<file path="src/rtl/req_arbiter_pkg.sv">
// Shared constants for the request arbiter: sizes, FSM encoding and a
// one-hot helper used when registering a grant.
package req_arbiter_pkg;

   localparam int N_REQ = 8;
   localparam int ID_W  = 3;

   localparam logic [0:0] IDLE  = 1'b0;
   localparam logic [0:0] GRANT = 1'b1;

   function automatic logic [N_REQ-1:0] id_to_onehot(input logic [ID_W-1:0] id);
      id_to_onehot = {{(N_REQ-1){1'b0}}, 1'b1} << id;
   endfunction

endpackage

</file>
<file path="src/rtl/rot_prio_sel.sv">
// Combinational winner search: fixed priority (7 down to 0) or round-robin
// starting just below last_id and ending on last_id itself.
module rot_prio_sel
   import req_arbiter_pkg::*;
(
   input  logic [N_REQ-1:0] req,
   input  logic [ID_W-1:0]  last_id,
   input  logic             rr_en,
   output logic [ID_W-1:0]  win_id,
   output logic             any_valid
);

   logic [ID_W-1:0] base_s;
   logic [ID_W-1:0] idx_s;

   // Scan from the farthest candidate to the nearest so the nearest set bit wins.
   always_comb begin
      base_s    = {ID_W{1'b0}};
      idx_s     = {ID_W{1'b0}};
      win_id    = {ID_W{1'b0}};
      any_valid = |req;
      if (rr_en) begin
         base_s = last_id;
      end else begin
         base_s = {ID_W{1'b0}};
      end
      for (int k = N_REQ; k >= 1; k--) begin
         idx_s = base_s - ID_W'(k);
         if (req[idx_s]) begin
            win_id = idx_s;
         end else begin
            win_id = win_id;
         end
      end
   end

endmodule

</file>
<file path="src/rtl/req_arbiter.sv">
// Two-state request arbiter with registered one-hot grant, bounded hold time
// and a preempt pulse when an owner is forced off by the timeout.
module req_arbiter
   import req_arbiter_pkg::*;
#(
   parameter int N_REQ    = 8,
   parameter int MAX_HOLD = 16
) (
   input  logic             clk,
   input  logic             rst,
   input  logic [7:0]       req,
   input  logic             rr_en,
   output logic [7:0]       gnt,
   output logic [ID_W-1:0]  gnt_id,
   output logic             gnt_valid,
   output logic             preempt
);

   localparam int HC_W = (MAX_HOLD > 2) ? $clog2(MAX_HOLD) : 1;

   logic [0:0]      state_q,     state_d;
   logic [7:0]      gnt_q,       gnt_d;
   logic [ID_W-1:0] gnt_id_q,    gnt_id_d;
   logic            gnt_valid_q, gnt_valid_d;
   logic            preempt_q,   preempt_d;
   logic [HC_W-1:0] hold_cnt_q,  hold_cnt_d;
   logic [ID_W-1:0] last_id_q,   last_id_d;

   logic [ID_W-1:0] win_id_s;
   logic            any_valid_s;
   logic            owner_req_s;
   logic            timeout_s;

   rot_prio_sel u_sel (
      .req       (req),
      .last_id   (last_id_q),
      .rr_en     (rr_en),
      .win_id    (win_id_s),
      .any_valid (any_valid_s)
   );

   // Next-state and output computation for the IDLE/GRANT machine.
   always_comb begin
      state_d     = state_q;
      gnt_d       = gnt_q;
      gnt_id_d    = gnt_id_q;
      gnt_valid_d = gnt_valid_q;
      preempt_d   = 1'b0;
      hold_cnt_d  = hold_cnt_q;
      last_id_d   = last_id_q;
      owner_req_s = req[gnt_id_q];
      timeout_s   = (hold_cnt_q == HC_W'(MAX_HOLD - 1));
      case (state_q)
         IDLE: begin
            if (any_valid_s) begin
               state_d     = GRANT;
               gnt_d       = id_to_onehot(win_id_s);
               gnt_id_d    = win_id_s;
               gnt_valid_d = 1'b1;
               hold_cnt_d  = {HC_W{1'b0}};
               last_id_d   = win_id_s;
            end else begin
               gnt_d       = 8'h00;
               gnt_id_d    = {ID_W{1'b0}};
               gnt_valid_d = 1'b0;
            end
         end
         GRANT: begin
            // Owner dropping on the timeout cycle counts as a normal release.
            if (!owner_req_s || timeout_s) begin
               state_d     = IDLE;
               gnt_d       = 8'h00;
               gnt_id_d    = {ID_W{1'b0}};
               gnt_valid_d = 1'b0;
               hold_cnt_d  = {HC_W{1'b0}};
               preempt_d   = owner_req_s & timeout_s;
            end else begin
               hold_cnt_d  = hold_cnt_q + HC_W'(1);
            end
         end
         default: begin
            state_d     = IDLE;
            gnt_d       = 8'h00;
            gnt_id_d    = {ID_W{1'b0}};
            gnt_valid_d = 1'b0;
            hold_cnt_d  = {HC_W{1'b0}};
         end
      endcase
   end

   // State and output registers with synchronous reset.
   always_ff @(posedge clk) begin
      if (rst) begin
         state_q     <= IDLE;
         gnt_q       <= 8'h00;
         gnt_id_q    <= {ID_W{1'b0}};
         gnt_valid_q <= 1'b0;
         preempt_q   <= 1'b0;
         hold_cnt_q  <= {HC_W{1'b0}};
         last_id_q   <= {ID_W{1'b0}};
      end else begin
         state_q     <= state_d;
         gnt_q       <= gnt_d;
         gnt_id_q    <= gnt_id_d;
         gnt_valid_q <= gnt_valid_d;
         preempt_q   <= preempt_d;
         hold_cnt_q  <= hold_cnt_d;
         last_id_q   <= last_id_d;
      end
   end

   assign gnt       = gnt_q;
   assign gnt_id    = gnt_id_q;
   assign gnt_valid = gnt_valid_q;
   assign preempt   = preempt_q;

endmodule

</file>
<file path="config.mk">
export PLATFORM = sky130hd
export DESIGN_NAME = req_arbiter
export DESIGN_NICKNAME = d
export VERILOG_FILES = /design/src/rtl/req_arbiter_pkg.sv /design/src/rtl/rot_prio_sel.sv /design/src/rtl/req_arbiter.sv
export SDC_FILE = /design/constraint.sdc
export NUM_CORES = 1
export LEC_CHECK = 0
export BUFFER_PORTS_ARGS = -buffer_cell sky130_fd_sc_hd__buf_4
export CORE_MARGIN = 2
export CORE_UTILIZATION = 23
export DETAILED_ROUTE_END_ITERATION = 10
export SLEW_MARGIN = 5
export SYNTH_ARGS = -nofsm -noshare
export SYNTH_HDL_FRONTEND = slang
export SYNTH_SLANG_ARGS = --single-unit
</file>
<file path="constraint.sdc">
create_clock -name clk -period 5.05 [get_ports clk]
set_input_delay 1.2625 -clock clk [delete_from_list [all_inputs] [get_ports clk]]
set_output_delay 1.2625 -clock clk [all_outputs]
set_load 0.02 [all_outputs]
</file>
After elaboration in Yosys (flattened, before gate mapping)
Index checks and enable logic that the tools add are counted.
{ "classes": {"add_sub_neg": 8, "order_cmp": 9, "eq_ne": 3, "n_shift": 1, "n_mux": 41, "bitwise_logic": 3, "n_reduce_logical": 5} }
{ "op_table": {"columns": ["operator", "n"], "rows": [
  ["$lt A3 B4 Y1 const B", 9],
  ["$mux W3", 11],
  ["$bmux W1 S3", 9],
  ["$mux W8", 2],
  ["$pmux W8 S2", 1],
  ["$mux W1", 12],
  ["$sub A3 B3 Y3 const B", 4],
  ["$mux W4", 2],
  ["$pmux W4 S2", 1],
  ["$reduce_or A8 Y1", 1],
  ["$shl A1 B3 Y8 const A", 1],
  ["$pmux W3 S2", 1],
  ["$sub A3 B2 Y3 const B", 2],
  ["$add A4 B1 Y4 const B", 1],
  ["$eq A4 B4 Y1 const B", 1],
  ["$pmux W1 S2", 2],
  ["$reduce_or A3 Y1", 1],
  ["$sub A3 B1 Y3 const B", 1],
  ["$ne A2 B1 Y1 const B", 1],
  ["$ne A2 B2 Y1 const B", 1],
  ["$not A1 Y1", 2],
  ["$reduce_and A2 Y1", 1],
  ["$and A1 B1 Y1", 1],
  ["$logic_not A1 Y1", 1],
  ["$logic_or A1 B1 Y1", 1]
]} }
{ "word_totals": {"reg_bits": 21, "in_bits": 11, "output_inout_bits": 13, "wordCells": 77} }

Logic depth before layout (Yosys ltp)
{ "logic_depth": {"word_depth": 14, "depth_mapped": 15, "mapped_depth_nobuf": 11} }

By module
From an unflattened synthesis, not the netlist that was laid out.
{ "hier_totals": {"hier_cells": 211, "area_unflattened_um2": 1908.1} }
{ "by_module_without_submodules": {"columns": ["mod", "n_inst", "cells_each", "area_each_um2", "seq_area_each_um2"], "rows": [
  ["rot_prio_sel", 1, 130, 1032.2, 0.0],
  ["req_arbiter", 1, 81, 875.8, 420.4]
]} }

Least setup slack after synthesis
No wires, ideal clock.
{ "synth_timing": {"path_type": "in2reg", "from": "input rr_en", "to": "register gnt_q[0], in the netlist gnt[0]", "setup_ns": 0.067, "t_arrival_ns": 4.469, "t_required_ns": 4.983, "slack_ns": 0.513, "path_stages": 13, "n_path_buf": 4, "cell_sequence": "buf_4 and2_0 clkbuf_1 inv_2 clkbuf_1 ha_1 buf_1 mux4_2 mux2_4 o311a_1 or3b_4 or4_4 o21ai_2"} }
{ "synth_via": {"elab_chain_cells": 14, "elab_cells_between_ends": 35, "classes_between": "add/sub: 7; shift: 1; mux: 27"} }
{ "synth_lines": {"columns": ["element", "line_no", "rtl"], "rows": [
  ["start, declared", "req_arbiter.sv:12", "input logic rr_en,"],
  ["$mux W3 *", "rot_prio_sel.sv:22", "if (rr_en) begin"],
  ["$sub A3 B3 Y3 / $bmux W1 S3 (equally long branches)", "rot_prio_sel.sv:28, rot_prio_sel.sv:29", null],
  ["$bmux W1 S3 / $mux W1 (equally long branches)", "rot_prio_sel.sv:29", "if (req[idx_s]) begin"],
  ["$mux W1 (not written as such) / $mux W3 (equally long branches)", "rot_prio_sel.sv:29", null],
  ["$mux W3 (6 in a row)", "rot_prio_sel.sv:29", null],
  ["$mux W3 *", "rot_prio_sel.sv:29", null],
  ["$shl A1 B3 Y8 *", "req_arbiter_pkg.sv:12", "id_to_onehot = {{(N_REQ-1){1'b0}}, 1'b1} << id;"],
  ["$mux W8 *", "req_arbiter.sv:55", "if (any_valid_s) begin"],
  ["$pmux W8 S2 *", "req_arbiter.sv:53", "case (state_q)"],
  ["end signal, assigned", "req_arbiter.sv:103", "gnt_q <= gnt_d;"],
  ["end, declared", "req_arbiter.sv:22", "logic [7:0] gnt_q, gnt_d;"]
]} }
Every way passes the cells marked *; elsewhere a longest branch is shown, timed or not. The select of a mux whose other input is x is not followed.
A chain may end at the register's enable or synchronous reset.

Final worst setup path
{ "layout_timing": {"from": "input rr_en", "to": "register gnt_q[2], in the netlist gnt[2]"} }
The elaborated chain is that of the path after synthesis.

==> flow_metrics.py <==
metrics = {
    "logic_synthesis": {
        "yosys.area.top_type_share": 0.220,
        "synth_warnings": 0,
        "synth_most_common_cell": "nand2_1",
        "synth_edf_count": 0,
        "synth_area_leaders": "dfxtp_1 22%, mux4_2 11%, nand2_1 5.3%, a21oi_1 3.9%, nor2_1 3.7%",
        "synthFlopType": "dfxtp_1",
        "synth_largest_area_cell": "dfxtp_1",
        "synth_fp_nets": 243,
        "synth_area_per_cell_um2": 8.30,
        "async_flop_share": 0,
        "syn_inst": 230,
        "synth_common_cells": "27 x nand2_1, 21 x dfxtp_1, 19 x nor2_1, 15 x a21oi_1, 9 x mux4_2",
        "synth-seq-cells": 21,
        "syn_area_mm2": 0.00191,
        "ys_seq_area_frac": 0.220,
        "ys_types": 63,
    },
    "critical_path": {
        "crit_slowest_cell": "ha_1",
        "critPathRequiredTime_ps": 5250,
        "cp_max_fo": 28,
        "cp-end-kind": "flip-flop",
        "slowest_delay_ps": 480,
        "crit_family": "simple AND/OR/NAND/NOR gates",
        "crit_type": "in2reg",
        "cp_data_arrival_time_ps": 4550,
        "crit_chain": "buf_4 > and2_0 > inv_2 > ha_1 > mux4_2 > mux2_4 > o311a_1 > or3b_4 > or4_4 > o21ai_2",
        "crit_buf_inv": 2,
        "cp-start-kind": "primary input",
    },
    "floorplanning": {
        "start_util": 0.235,
        "die_w_um": 95.1,
        "io_pins": 24,
        "rows": 33,
        "coreArea_mm2": 0.00813,
        "die_y_um": 95.1,
        "die-area_mm2": 0.00904,
    },
    "final_layout": {
        "area_delta_synth_final_pct": 15.5,
        "num-nets-final": 259,
        "drive_gt1_frac": 0.233,
        "diodes": 0,
    },
    "route": {
        "routed_wl_um": 5380,
        "post_drt_wl_per_cell_um": 15.4,
        "drt_iter0_markers": 137,
        "vias_per_cell": 5.41,
        "postRouteAntennaNets": 0,
        "num_vias": 1893,
        "drt-pass1-iter-count": 4,
        "drcViolationCount": 0,
    },
    "global_routing": {
        "grt_pass1_wl_um": 9240,
        "grt_start_max_net_pins": 29,
        "grt_use_total": 0.127,
        "gr-total-overflow": 0,
        "antenna_found_initial": 0,
        "grt_pass1_vias": 1904,
    },
    "clock_network": {
        "path_clk_slew_ps": 80,
        "hold_buffers": 0,
        "tritoncts": "yes",
        "clock_latency_ps": 260,
        "cts_buffers": 3,
        "root_buffer": "clkbuf_8",
        "clockBufferDepth": 2,
        "clkSinkCount": 21,
        "htree_levels": 1,
        "cts_resized": 0,
        "cts_setup_buffers": 0,
    },
    "place": {
        "dp_hpwl_um": 4110,
        "gp_congestion": 0.958,
        "io_buffer_count": 23,
    },
    "timing": {
        "tns_ps": 0,
        "hold_viol_final": 0,
        "fin_crit_ps": 4350,
        "drv_slew": 0,
        "rsz0062_at_grt": "no",
        "fin_crit_sh": 0.862,
        "clock.fmax_ghz": 0.230,
        "clock_skew_ps": 5.69,
        "setup-violations-final": 0,
        "worstMarginPinSlew_ps": 628,
        "slew-limit-headroom": 0.577,
    },
    "pwr": {
        "ir_drop_mv": 0.257,
        "p_leak_nw": 0.834,
        "total_power_mw": 1.14,
        "p_per_area_mw_per_mm2": 518,
    },
    "min_path": {
        "hp-class": "reg2reg",
    },
    "outcome": {
        "outcome": "complete, no violations",
    },
    "run": {
        "drv_cap": 0,
    },
}
[state kept, by name (all words and copies together), names as in the netlist]
register    flops
preempt         1
gnt_valid       1
gnt_id          3
hold_cnt_q      4
last_id_q       3
state_q         1
gnt             8
[cells by family (layout without fill, tap and decap cells)]
family | count (synthesis) | count (layout) | synth area share
mux | 22 | 22 | 0.180
fa+ha+maj | 2 | 2 | 0.0131
buf+inv | 21 | 36 | 0.0551
simple gates | 87 | 87 | 0.231
xor+xnor | 4 | 4 | 0.0184
flops | 21 | 21 | 0.220
compound gates | 73 | 73 | 0.282
[where the power goes]
group | switching (mW) | internal [mW]
Clock | 0.0530 | 0.0548
Sequential | 0.0424 | 0.209
Combinational | 0.440 | 0.343
[tightest hold or removal path, cell delays in order, from the launching register on]
cell and delay [ps]:
dfxtp_1 340, nand2_1 40, o21ai_0 50
[through the flow]
step                      setup slack (ps)  std cells  hold slack (ps)   util  cell area, um2
final                                  697        350              464  0.271            2200
after global routing                   501        350              505  0.271            2200
after CTS                              721        350              473  0.271            2200
after detailed placement               447        346              454  0.265            2160
after global placement                 560        346              455  0.265            2160
after floorplan                        513        230              460      -            1910
[cell type report]
class                   instances  area, um2
clock inverters                 1       5.00
fillers                       875       5930
inverters                       6       27.5
multi-input cells             188       1380
repair buffers                 26        195
well taps                     105        131
flip-flops and latches         21        420
clock buffers                   3       41.3
[worst paths after layout]
kind | start | end | slack, ps | cells past startpoint
worst max register to register | last_id_q[1]$_SDFFE_PP0P_ | gnt[2]$_SDFFE_PP0P_ | 1440 | 10
worst max-delay path | rr_en | gnt[2]$_SDFFE_PP0P_ | 700 | 10
worst min register to register | gnt[1]$_SDFFE_PP0P_ | gnt[1]$_SDFFE_PP0P_ | 460 | 2
worst min-delay path | gnt[1]$_SDFFE_PP0P_ | gnt[1]$_SDFFE_PP0P_ | 460 | 2
[placed cells by master, fill, tap and decap left out, types with 2 or more instances in the layout]
cell type,instances
ha_1,2
nor4_1,3
nor2_1,19
a221oi_1,2
a21bo_2,2
and2_1,4
nor2b_1,3
clkbuf_8,3
a22o_1,5
nand2_1,27
o32ai_1,2
buf_4,26
mux4_2,9
o21ai_2,2
dfxtp_1,21
a211oi_1,3
nand2b_1,2
xnor2_1,3
mux2i_1,7
a311oi_1,2
a31oi_1,4
nor3_1,5
a211o_1,2
nand3b_1,3
mux2_2,5
o221ai_1,6
nand3_1,4
inv_1,4
a21boi_0,5
and3_1,7
o21ai_0,6
a21oi_1,15
o21a_1,4
[layer usage]
layer  part of all wire  GRT usage  up-vias  routed length [um]
li1                   -          -      920                   -
met2               0.45      0.195       78                2430
met4              0.012     0.0399        0                  63
met1               0.46      0.175      886                2470
met5                  0          0        -                   0
met3              0.078     0.0300        9                 417
Note: power is estimated with default switching activity, not from simulation.
